--- src/rtl/rf_access_arbiter.sv ---
// Two-port round-robin arbiter serialising SPI-host and sequencer accesses onto a
// single-port register file; all outputs are registered.
module rf_access_arbiter #(
    parameter int unsigned ADDR_W = 7,
    parameter int unsigned DATA_W = 8,
    parameter int unsigned RD_LAT = 1
) (
    input  logic              sys_clk_i,
    input  logic              sys_rst_i,
    input  logic [1:0]        req_i,
    input  logic [1:0]        we_i,
    input  logic [ADDR_W-1:0] addr0_i,
    input  logic [DATA_W-1:0] wdata0_i,
    input  logic [ADDR_W-1:0] addr1_i,
    input  logic [DATA_W-1:0] wdata1_i,
    output logic [1:0]        ack_o,
    output logic [DATA_W-1:0] rdata_o,
    output logic              busy_o,
    output logic              rf_re_o,
    output logic              rf_we_o,
    output logic [ADDR_W-1:0] rf_addr_o,
    output logic [DATA_W-1:0] rf_wdata_o,
    input  logic [DATA_W-1:0] rf_rdata_i
);

    typedef enum logic [1:0] {
        S_IDLE,
        S_ISSUE,
        S_WAIT,
        S_ACK
    } state_t;

    // Counter is 4 bits wide, so RD_LAT must stay within 1..15.
    localparam logic [3:0] LAT_INIT = 4'(RD_LAT);

    state_t            state;
    logic              rr;
    logic              owner;
    logic              is_write;
    logic [3:0]        cnt;

    logic              pick;
    logic              pick_we;
    logic [ADDR_W-1:0] pick_addr;
    logic [DATA_W-1:0] pick_wdata;

    always_comb begin
        pick       = 1'b0;
        pick_we    = 1'b0;
        pick_addr  = '0;
        pick_wdata = '0;
        if (req_i == 2'b10) begin
            pick = 1'b1;
        end else if (req_i == 2'b11) begin
            pick = rr;
        end
        if (pick) begin
            pick_we    = we_i[1];
            pick_addr  = addr1_i;
            pick_wdata = wdata1_i;
        end else begin
            pick_we    = we_i[0];
            pick_addr  = addr0_i;
            pick_wdata = wdata0_i;
        end
    end

    // The RF strobe registers double as the latched address/data of the grant.
    always_ff @(posedge sys_clk_i or negedge sys_rst_i) begin
        if (!sys_rst_i) begin
            state      <= S_IDLE;
            rr         <= 1'b0;
            owner      <= 1'b0;
            is_write   <= 1'b0;
            cnt        <= '0;
            ack_o      <= '0;
            rdata_o    <= '0;
            busy_o     <= 1'b0;
            rf_re_o    <= 1'b0;
            rf_we_o    <= 1'b0;
            rf_addr_o  <= '0;
            rf_wdata_o <= '0;
        end else begin
            case (state)
                S_IDLE: begin
                    ack_o   <= '0;
                    rdata_o <= '0;
                    if (|req_i) begin
                        owner     <= pick;
                        rr        <= ~pick;
                        is_write  <= pick_we;
                        busy_o    <= 1'b1;
                        rf_addr_o <= pick_addr;
                        rf_we_o   <= pick_we;
                        rf_re_o   <= ~pick_we;
                        rf_wdata_o <= pick_we ? pick_wdata : '0;
                        state     <= S_ISSUE;
                    end
                end
                S_ISSUE: begin
                    rf_re_o    <= 1'b0;
                    rf_we_o    <= 1'b0;
                    rf_addr_o  <= '0;
                    rf_wdata_o <= '0;
                    if (is_write) begin
                        ack_o   <= owner ? 2'b10 : 2'b01;
                        rdata_o <= '0;
                        state   <= S_ACK;
                    end else begin
                        cnt   <= LAT_INIT;
                        state <= S_WAIT;
                    end
                end
                S_WAIT: begin
                    if (cnt == 4'd1) begin
                        cnt     <= '0;
                        rdata_o <= rf_rdata_i;
                        ack_o   <= owner ? 2'b10 : 2'b01;
                        state   <= S_ACK;
                    end else begin
                        cnt <= cnt - 4'd1;
                    end
                end
                S_ACK: begin
                    ack_o   <= '0;
                    rdata_o <= '0;
                    busy_o  <= 1'b0;
                    state   <= S_IDLE;
                end
                default: begin
                    state <= S_IDLE;
                end
            endcase
        end
    end

endmodule

--- config.mk ---
export PLATFORM = sky130hd
export DESIGN_NAME = rf_access_arbiter
export DESIGN_NICKNAME = d
export VERILOG_FILES = /design/src/rtl/rf_access_arbiter.sv
export SDC_FILE = /design/constraint.sdc
export NUM_CORES = 1
export LEC_CHECK = 0
export ABC_CLOCK_PERIOD_IN_PS = 1600
export CAP_MARGIN = 20
export CORE_UTILIZATION = 40
export DETAILED_ROUTE_END_ITERATION = 16
export PLACE_DENSITY = 0.86
export SYNTH_ARGS = -nofsm -noshare
export SYNTH_HDL_FRONTEND = slang
export SYNTH_SLANG_ARGS = --single-unit
--- constraint.sdc ---
create_clock -name sys_clk_i -period 1.6 [get_ports sys_clk_i]
set_input_delay 0.48 -clock sys_clk_i [delete_from_list [all_inputs] [get_ports sys_clk_i]]
set_output_delay 0.48 -clock sys_clk_i [all_outputs]
set_load 0.02 [all_outputs]
==> flow_summary.yaml <==
final_layout:
  multi_input_area_sq_um: 1060
  n_fill_cell: 333
  area_delta_synth_final_pct: 59.53
  diodes: 0
  drive_above_1_share: 0.3000
  seq_area_sq_um: 925.9
  finalInstanceArea_sq_um: 3196
  nNetsFinal: 330
  finish.utilization: 0.6677
drt:
  routedWlPerCell_um: 18.38
  finalWirelength_mm: 6.379
  first_pass_iters: 4
  drtAntennaViolNets: 0
  drt-initial-drc-count: 144
  dr_total_vias: 1853
  drc_errors: 0
  vias_per_cell: 5.340
clocking:
  cts_root_buf: "clkbuf_8"
  clock-sinks: 37
  h-tree-depth: 2
  clk_path_buf_depth: 2
  clk_pin_slew_worst_paths_ns: 0.08
  cts_buffers: 5
  ctsHoldBuffers: 0
  cts_tree: "yes"
  clock_latency_ns: 0.29
timing:
  fin_ws_ns: -0.2155
  drv_slew: 0
  finalCritPeriodShare: 1.135
  whs_ns: 0.2226
  setup-violations-final: 28
  finalHoldViolations: 0
  tightest_slew_ns: 0.4778
  skew_ns: 0.01048
  min_period_ns: 1.816
  slew_headroom: 0.6814
  max_freq_mhz: 550.8
  setup_tns_ns: -1.387
  rsz0062_at_grt: "true"
critical_path:
  worstReg2RegEnd: "cnt[3]$_DFFE_PN0P_"
  reg2regPathDepth: 6
  worstPathCellList: "buf_4, ha_4, buf_4, nor3b_1, a311oi_1, o311ai_1"
  slowest_stage: "a311oi_1"
  r2r_setup_slack_ns: -0.22
  cpMostUsedCell: "buf_4"
  r2r_start: "state[1]$_DFFE_PN0P_"
  arrival_ns: 1.95
  path_buf_inv: 2
  start_kind: "register"
  timing_worst_setup_path_type: "register to register"
  critPathLaunch: "state[1]$_DFFE_PN0P_"
  endpoint_kind: "register"
  crit_family: "compound AO/OA/AOI/OAI gates"
  crit_path_max_fanout: 11
  worstPathRequired_ns: 1.74
  critPathCapture: "cnt[3]$_DFFE_PN0P_"
  cp.depth: 6
  cp_slowest_stage_delay_ns: 0.41
status:
  status: "finished with violations"
  violations: "negative setup slack"
placement:
  gp_congestion: 0.7808
  numPortBuffers: 71
  hpwl_mm: 3.906
  dpl_cell_area_sq_um: 2963
synth:
  synth_area_per_cell_sq_um: 11.45
  synth_ff_type: "dfrtp_1"
  synth_edf_count: 0
  synth_cells: 175
  synth_top_area_frac: 0.4622
  synthTopCellsByArea: "dfrtp_1 46%, a221o_1 7.5%, a21boi_2 5.1%"
  synthArstFlopShare: 1.000
  yosys_warnings: 0
  syn_nets: 226
  synth_area_sq_um: 2003
  netlist.top_cell.by_area: "dfrtp_1"
  ys_seq_area_frac: 0.4622
  ys_seq_elements: 37
  synth_cell_types: 49
floorplan:
  core_sq_um: 4786
  start_util: 0.4186
  rows: 25
  die_w_um: 72.77
  die_area_sq_um: 5295
  io_pins: 72
  die_h_um: 72.77
grt:
  grt_pass1_wl_mm: 9.252
  antenna_found_initial: 0
  grt.total_usage: 0.2281
  grt_pass1_vias: 1894
  gr-total-overflow: 0
  grt_max_degree: 38
power:
  switching_share: 0.4241
  leakagePower_nw: 1.556
  switching_power_w: 0.002566
  power_density_nw_per_um2: 1894
  p_clk_frac: 0.108
  power_frac_comb: 0.621
  p_int_w: 0.003486
  pwr-share-seq: 0.271
  ir_drop_v: 0.0007149
hold_path:
  hp-class: "input port to async pin"
run:
  drv_cap: 0
[cell usage after synthesis (all sizes together) (3+ instances only)]
cell and instances:
dfrtp 37, inv 17, a21boi 15, a221o 15
nand2 15, mux2i 10, buf 7, ha 7
nor2 6, o21ai 5, a211o 3, a21oi 3
mux2 3, nor2b 3
[registers in the layout, summed over array words and instances, names as in the netlist]
name	flops
rf_addr_o	7
rf_wdata_o	8
rdata_o	8
rr	1
rf_we_o	1
state	2
owner	1
rf_re_o	1
is_write	1
ack_o	2
cnt	4
busy_o	1
[layout make-up]
type,count,share of cell area
Clock buffer,5,0.02153
Clock inverter,3,0.005482
Inverter,17,0.01997
Multi-Input combinational cell,113,0.3316
Sequential cell,37,0.2897
Tap cell,67,0.02623
Timing Repair Buffer,105,0.3054
[stage by stage]
step / setup WS [ns] / cells / power [W]
CTS: -0.07391 / 344 / 0.005765
global route: -0.2899 / 347 / 0.006403
floorplan: -0.09400 / 175 / 0.003629
detailed placement: -0.3809 / 332 / 0.005045
global placement: -0.3089 / 332 / 0.004915
finish: -0.2155 / 347 / 0.006052
[power by group through the flow]
stage               logic [W]  registers (W)  clock network (W)
global placement      0.00332        0.00160                  0
floorplan             0.00168        0.00195                  0
global route          0.00401        0.00168           0.000712
finish                0.00376        0.00164           0.000655
CTS                   0.00349        0.00160           0.000672
detailed placement    0.00344        0.00161                  0
[cells by family after synthesis]
logic type,Yosys count,synth area share
AOI/OAI and AO/OA,50,0.2224
and+or+nand+nor,43,0.1380
DFF,37,0.4622
buffers and inverters,25,0.06495
muxes,13,0.06871
adders and majority gates,7,0.04372
[worst min path at each step]
stage | startpoint | end | slack (ns)
after floorplan | sys_rst_i | ack_o[0]$_DFFE_PN0P_ | 0.18
after global placement | rf_we_o$_DFFE_PN0P_ | rf_we_o$_DFFE_PN0P_ | 0.50
after detailed placement | rf_we_o$_DFFE_PN0P_ | rf_we_o$_DFFE_PN0P_ | 0.50
final | sys_rst_i | rf_wdata_o[0]$_DFFE_PN0P_ | 0.22
after CTS | sys_rst_i | rf_we_o$_DFFE_PN0P_ | 0.24
after global routing | sys_rst_i | rf_wdata_o[2]$_DFFE_PN0P_ | 0.27
[per-layer routing]
metal | vias up | GRT usage | part of all wire
met1 | 929 | 0.2871 | 0.41
met5 | - | 0 | 0
met4 | 0 | 0.08932 | 0.029
li1 | 846 | - | -
met3 | 18 | 0.03729 | 0.037
met2 | 60 | 0.3915 | 0.52
[cell usage in the layout (no fill, tap or decap), types with 2 or more instances in the layout]
| cell type | Yosys | layout |
|---|---|---|
| a211o_1 | 3 | 3 |
| nand2_1 | 15 | 14 |
| dfrtp_1 | 37 | 37 |
| ha_1 | 7 | 3 |
| a21boi_2 | 9 | 15 |
| nor2b_1 | 2 | 2 |
| dlygate4sd2_1 | 0 | 30 |
| buf_8 | 1 | 2 |
| or3_1 | 2 | 2 |
| nand2b_1 | 2 | 2 |
| inv_1 | 17 | 13 |
| buf_4 | 2 | 28 |
| mux2i_1 | 10 | 10 |
| buf_6 | 2 | 2 |
| clkdlybuf4s50_1 | 0 | 40 |
| ha_4 | 0 | 4 |
| a221o_1 | 15 | 15 |
| mux2_4 | 1 | 2 |
| nor3_4 | 1 | 2 |
| clkbuf_8 | 0 | 5 |
| nor2_1 | 6 | 5 |
| inv_2 | 0 | 4 |
| or3b_4 | 1 | 2 |
| o21ai_0 | 5 | 5 |
| clkinv_2 | 0 | 2 |
[repair_timing]
item	in CTS	in global routing
cloned	0	1
pin swaps	5	3
buffers inserted	4	2
gates resized for setup	54	12
setup endpoints to repair	59	32
No activity file was read; power rests on OpenSTA's default activity.
